===== src/rtl/pc_sequencer.sv =====
// pc_sequencer: program-counter unit with boot hold, fetch handshake and redirect.
// The PC register advances by STEP on an accepted fetch, is loaded from an
// aligned redirect target, or holds for a stall or an unaccepted fetch.
// Optional build macro PC_COMPRESSED_EN adds 16-bit instruction stepping
// (step of 2 when instr_is_rvc_i is set) and relaxes redirect alignment
// to 2 bytes. With the macro undefined, instr_is_rvc_i is ignored and
// redirects are aligned to 4 bytes.
//
//   state   | meaning
//   --------+-----------------------------------------------------------
//   ST_BOOT | post-reset hold, no fetch issued, redirects ignored
//   ST_RUN  | fetch for pc_o is valid, previous fetch was accepted
//   ST_WAIT | fetch for pc_o is valid, waiting for imem to accept it
module pc_sequencer #(
    parameter int               XLEN         = 32,
    parameter logic [XLEN-1:0]  RESET_VECTOR = '0,
    parameter int               STEP         = 4,
    parameter int               BOOT_CYCLES  = 2
) (
    input  logic             clk,
    input  logic             rst,
    input  logic             stall_i,
    input  logic             redirect_valid_i,
    input  logic [XLEN-1:0]  redirect_target_i,
    input  logic             imem_ready_i,
    input  logic             instr_is_rvc_i,
    output logic [XLEN-1:0]  pc_o,
    output logic [XLEN-1:0]  pc_plus_step_o,
    output logic             fetch_valid_o,
    output logic             misaligned_o
);

    typedef enum logic [1:0] {
        ST_BOOT = 2'd0,
        ST_RUN  = 2'd1,
        ST_WAIT = 2'd2
    } state_t;

    // BOOT_CYCLES of 0 and 1 both leave BOOT on the first clock after release,
    // because the reset state is BOOT with fetch_valid_o registered low.
    localparam int BOOT_LAST = (BOOT_CYCLES > 0) ? BOOT_CYCLES - 1 : 0;
    localparam int CNT_W     = (BOOT_CYCLES > 1) ? $clog2(BOOT_CYCLES) : 1;

    state_t             state;
    logic [CNT_W-1:0]   boot_cnt;
    logic [XLEN-1:0]    step;
    logic [XLEN-1:0]    target_aligned;
    logic               target_misaligned;
    logic               boot_done;

`ifdef PC_COMPRESSED_EN
    // Compressed instructions advance by a halfword; targets need only halfword alignment.
    always_comb begin
        step              = instr_is_rvc_i ? XLEN'(2) : XLEN'(STEP);
        target_aligned    = {redirect_target_i[XLEN-1:1], 1'b0};
        target_misaligned = redirect_target_i[0];
    end
`else
    // instr_is_rvc_i has no effect in this build.
    logic unused_rvc;
    assign unused_rvc = instr_is_rvc_i;

    // Fixed step; targets are forced onto a word boundary.
    always_comb begin
        step              = XLEN'(STEP);
        target_aligned    = {redirect_target_i[XLEN-1:2], 2'b00};
        target_misaligned = |redirect_target_i[1:0];
    end
`endif

    // Sequential successor, wraps modulo 2^XLEN with the carry dropped.
    always_comb begin
        pc_plus_step_o = pc_o + step;
    end

    // Boot hold is finished once the counter has reached its last value.
    always_comb begin
        boot_done = (boot_cnt == CNT_W'(BOOT_LAST));
    end

    // Sequencer FSM: PC register, fetch request, one-cycle misalignment flag.
    always_ff @(posedge clk or posedge rst) begin
        if (rst) begin
            state         <= ST_BOOT;
            boot_cnt      <= '0;
            pc_o          <= RESET_VECTOR;
            fetch_valid_o <= 1'b0;
            misaligned_o  <= 1'b0;
        end else begin
            misaligned_o <= 1'b0;
            case (state)
                ST_BOOT: begin
                    fetch_valid_o <= 1'b0;
                    if (boot_done) begin
                        state         <= ST_RUN;
                        fetch_valid_o <= 1'b1;
                    end else begin
                        boot_cnt <= boot_cnt + CNT_W'(1);
                    end
                end
                ST_RUN, ST_WAIT: begin
                    fetch_valid_o <= 1'b1;
                    if (redirect_valid_i) begin
                        // A redirect abandons any fetch still pending in WAIT.
                        pc_o         <= target_aligned;
                        misaligned_o <= target_misaligned;
                        state        <= ST_RUN;
                    end else if (stall_i) begin
                        // Stall freezes both the PC and the handshake state.
                        pc_o  <= pc_o;
                        state <= state;
                    end else if (imem_ready_i) begin
                        pc_o  <= pc_plus_step_o;
                        state <= ST_RUN;
                    end else begin
                        state <= ST_WAIT;
                    end
                end
                default: begin
                    state         <= ST_BOOT;
                    boot_cnt      <= '0;
                    fetch_valid_o <= 1'b0;
                end
            endcase
        end
    end

endmodule


===== config.mk =====
export PLATFORM = sky130hd
export DESIGN_NAME = pc_sequencer
export DESIGN_NICKNAME = d
export VERILOG_FILES = /design/src/rtl/pc_sequencer.sv
export SDC_FILE = /design/constraint.sdc
export NUM_CORES = 1
export LEC_CHECK = 0
export CORE_UTILIZATION = 35
export DETAILED_ROUTE_END_ITERATION = 16
export GPL_ROUTABILITY_DRIVEN = 0
export PLACE_DENSITY = 0.65
export SLEW_MARGIN = 20
export SYNTH_ARGS = -nofsm -noshare
export SYNTH_HDL_FRONTEND = slang
export SYNTH_SLANG_ARGS = --single-unit

===== constraint.sdc =====
create_clock -name clk -period 2.7 [get_ports clk]
set_clock_uncertainty 0.05 [all_clocks]
set_input_delay 0.54 -clock clk [delete_from_list [all_inputs] [get_ports clk]]
set_output_delay 0.54 -clock clk [all_outputs]
set_load 0.01 [all_outputs]

==> results.json <==
{
  "outcome": "finished, final reports clean",
  "fmaxAchievable_mhz": 373,
  "syn_to_final_growth_pct": 56.3,
  "synth_top_cell_by_area": "dfrtp_1",
  "critical_path.max_stage_delay_ps": 410,
  "p_sw_mw": 2.06,
  "unrepaired_setup_endpoints_after_global_routing": "yes",
  "cts_inserted_buffers": 5,
  "powerDensity_mw_per_mm2": 1070,
  "ys_async_rst_share": 1.00,
  "p_seq_frac": 0.209,
  "synth_ff_type": "dfrtp_1",
  "core.rowCount": 32,
  "final_period_minus_worst_setup_slack_ps": 2680,
  "ctsRootBufferMaster": "clkbuf_8",
  "path_max_fanout": 7,
  "grt_pass1_wl_um": 14700,
  "grt_use_total": 0.218,
  "clkSlewWorstSetupHoldPaths_ps": 80,
  "h-tree-depth": 2,
  "drt.antenna.violating_nets": 0,
  "first_iteration_detailed_routing_drc_count": 168,
  "drt_pass1_iterations": 4,
  "grt_antenna_before_repair": 0,
  "setup_violations": 0,
  "synth.area.top_cells": "dfrtp_1 (31%), mux2i_1 (4.9%), xnor2_1 (4.9%)",
  "num_antenna_cells": 0,
  "viasPerCell": 5.30,
  "timing.slew.headroom": 0.573,
  "drv_slew": 0,
  "detailedPlace.worstSlack_ps": -108,
  "average_footprint_of_a_synthesized_cell_um2": 8.59,
  "synth.ff_latch_count": 35,
  "routed_wl_um": 9120,
  "cp_cell_sequence": "buf_4, nand4_4, or3_4, or3_4, xnor2_1, clkdlybuf4s15_2",
  "grt_overflow": 0,
  "synth_seq_area_share": 0.308,
  "cp_arrival_ps": 2090,
  "clockBufferDepth": 2,
  "worstReg2RegStart": "pc_o[13]",
  "tritoncts_clock_tree": "done",
  "place_area_mm2": 0.00424,
  "io-pin-count": 104,
  "cts.sink_count": 35,
  "number_of_enable_flip_flop_cells_after_synthesis": 0,
  "crit_family": "simple AND/OR/NAND/NOR gates",
  "worst_vdd_ir_v": 0.000479,
  "whs_path_depth": 2,
  "worst_setup_path_start_kind": "register",
  "fin_worst_hold_slack_ps": 496,
  "sw_frac_of_total": 0.433,
  "critical_path.most_common_cell": "or3_4",
  "maximum_number_of_pins_on_one_net_before_global_route_repair": 37,
  "post-dp-hpwl_um": 6890,
  "p_leak_nw": 1.94,
  "worst_path_max_delay_cell": "or3_4",
  "setup.reg_to_reg.worst_slack_ps": 760,
  "fin_cells": 574,
  "yosysTopAreaCellShare": 0.308,
  "worst-r2r-cell-count": 6,
  "min_path_type": "register to register",
  "netlist_area_mm2": 0.00284,
  "vias": 3045,
  "timing.critical_path.required_ps": 2110,
  "post_synth_most_frequent_cells": "dfrtp_1 (35), nand2_1 (20), a21oi_1 (19), nor2_1 (19), o21ai_0 (19)",
  "dpl.cell_count": 562,
  "core_mm2": 0.00781,
  "worst_setup_ep_type": "output pin",
  "finalCritPeriodShare": 0.994,
  "fin_area_mm2": 0.00444,
  "insertion_delay_ps": 290,
  "report.final.hold_viol_count": 0,
  "yosys_warnings": 0,
  "number_of_port_buffers": 98,
  "hold-path-endpoint": "boot_cnt",
  "worst_path_buffer_plus_inverter_count": 2,
  "fill_cells": 714,
  "pwr-share-clk": 0.092,
  "timing.final.ws_setup_ps": 16.8,
  "yosysMostFrequentCell": "dfrtp_1",
  "report.power.total_mw": 4.76,
  "floorplan.die.height_um": 92.1,
  "r2r_end": "pc_o[20]",
  "worst_hold_startpoint": "boot_cnt",
  "layout-drive-gt1-share": 0.246,
  "pwr-share-comb": 0.699,
  "setup.worst_path.class": "register to output pin",
  "max-cap-violations": 0,
  "dieArea_mm2": 0.00849,
  "finish.net_count": 512,
  "p_int_mw": 2.70,
  "yosys.cell_types.count": 57,
  "hold_buffers": 0,
  "number_of_cells_produced_by_synthesis": 331,
  "grt_pass1_vias": 3027,
  "chipWidth_um": 92.1,
  "start_util": 0.364,
  "detail_route.drc_violations": 0,
  "wl_per_cell_um": 15.9,
  "worstMarginPinSlew_ps": 640
}
==> kinds of logic (layout without fill, tap and decap cells) <==
group,Yosys count,count (layout),synth area share
other,1,4,0.00132
AND/OR/NAND/NOR,133,133,0.299
AO/OA/AOI/OAI,73,73,0.166
buffers and inverters,45,183,0.0792
XOR/XNOR,26,26,0.0801
adder cells (fa/ha/maj),3,3,0.0132
multiplexers,15,15,0.0532
flip-flops,35,35,0.308
==> cell type report <==
| class | count | area, um2 | share of cell area |
|---|---|---|---|
| inverter | 15 | 56.3 | 0.0127 |
| multi-input combinational | 254 | 1850 | 0.416 |
| timing repair buffer | 160 | 1430 | 0.323 |
| tap | 102 | 128 | 0.0287 |
| sequential | 35 | 877 | 0.197 |
| clock buffer | 8 | 100 | 0.0225 |
==> per-layer routing <==
metal,part of all wire,track usage
met5,0,0
met4,0.011,0.0586
met3,0.040,0.0357
met2,0.50,0.371
met1,0.45,0.287
==> state kept, by name, indices dropped and copies added (netlist names) <==
signal,cells
boot_cnt,1
state,2
fetch_valid_o,1
misaligned_o,1
pc_o,30
==> how the worst max path moves through the flow <==
stage	startpoint	endpoint	slack, ps	depth (start not counted)
after global routing	pc_o[3]	pc_plus_step_o[25]	-110	6
after detailed placement	pc_o[3]	pc_plus_step_o[31]	-110	6
after CTS	pc_o[3]	pc_plus_step_o[29]	-170	7
final	pc_o[3]	pc_plus_step_o[21]	20	6
after floorplan	pc_o[3]	pc_plus_step_o[22]	80	6
after global placement	pc_o[2]	pc_plus_step_o[26]	-90	8
==> per-stage QoR <==
step / TNS, ps / utilization
floorplan: 0 / -
global placement: -151 / 0.543
detailed placement: -354 / 0.543
CTS: -426 / 0.564
global route: -358 / 0.569
finish: 0 / 0.569
==> power groups by stage <==
| stage | clock network [mW] | logic [mW] | registers, mW |
|---|---|---|---|
| after global placement | 0 | 3.32 | 0.989 |
| final | 0.437 | 3.32 | 0.995 |
| after CTS | 0.444 | 3.34 | 0.994 |
| after detailed placement | 0 | 3.38 | 1.00 |
| after floorplan | 0 | 1.46 | 1.19 |
| after global routing | 0.466 | 3.60 | 1.03 |
==> placed cells by master (no fill, tap or decap), types with 3 or more instances in the layout <==
cell type and instances:
a21oi_1 19, a221oi_1 3, a22oi_1 3, and2_1 3, and3_1 10, buf_4 61
clkbuf_2 6, clkbuf_8 7, clkdlybuf4s15_2 4, clkdlybuf4s50_1 74, conb_1 4, dfrtp_1 34
dlygate4sd2_1 4, dlymetal6s2s_1 6, ha_1 3, inv_1 14, mux2i_1 14, nand2_1 20
nand3_1 17, nand4_1 7, nor2_1 18, nor3_1 6, nor3_2 3, nor4_1 4
nor4_4 5, nor4b_1 4, o211ai_1 6, o21ai_0 18, o2bb2ai_1 3, o311ai_0 7
or2_2 3, or3_1 3, or3_4 6, or4_1 3, xnor2_1 15, xor2_1 10
==> worst reg2reg max path: cells and delay by family (launching register included) <==
family                 cells  cell delay [ps]
buffers and inverters      2              310
flip-flops                 1              370
AND/OR/NAND/NOR            4             1130
==> repair_timing <==
item / CTS / global route
hold endpoints to repair: 0 / 0
buffers inserted: 3 / 1
setup endpoints to repair: 20 / 20
pin swaps: 6 / 4
gates resized for setup: 39 / 27
Note: power is estimated with default switching activity, not from simulation.
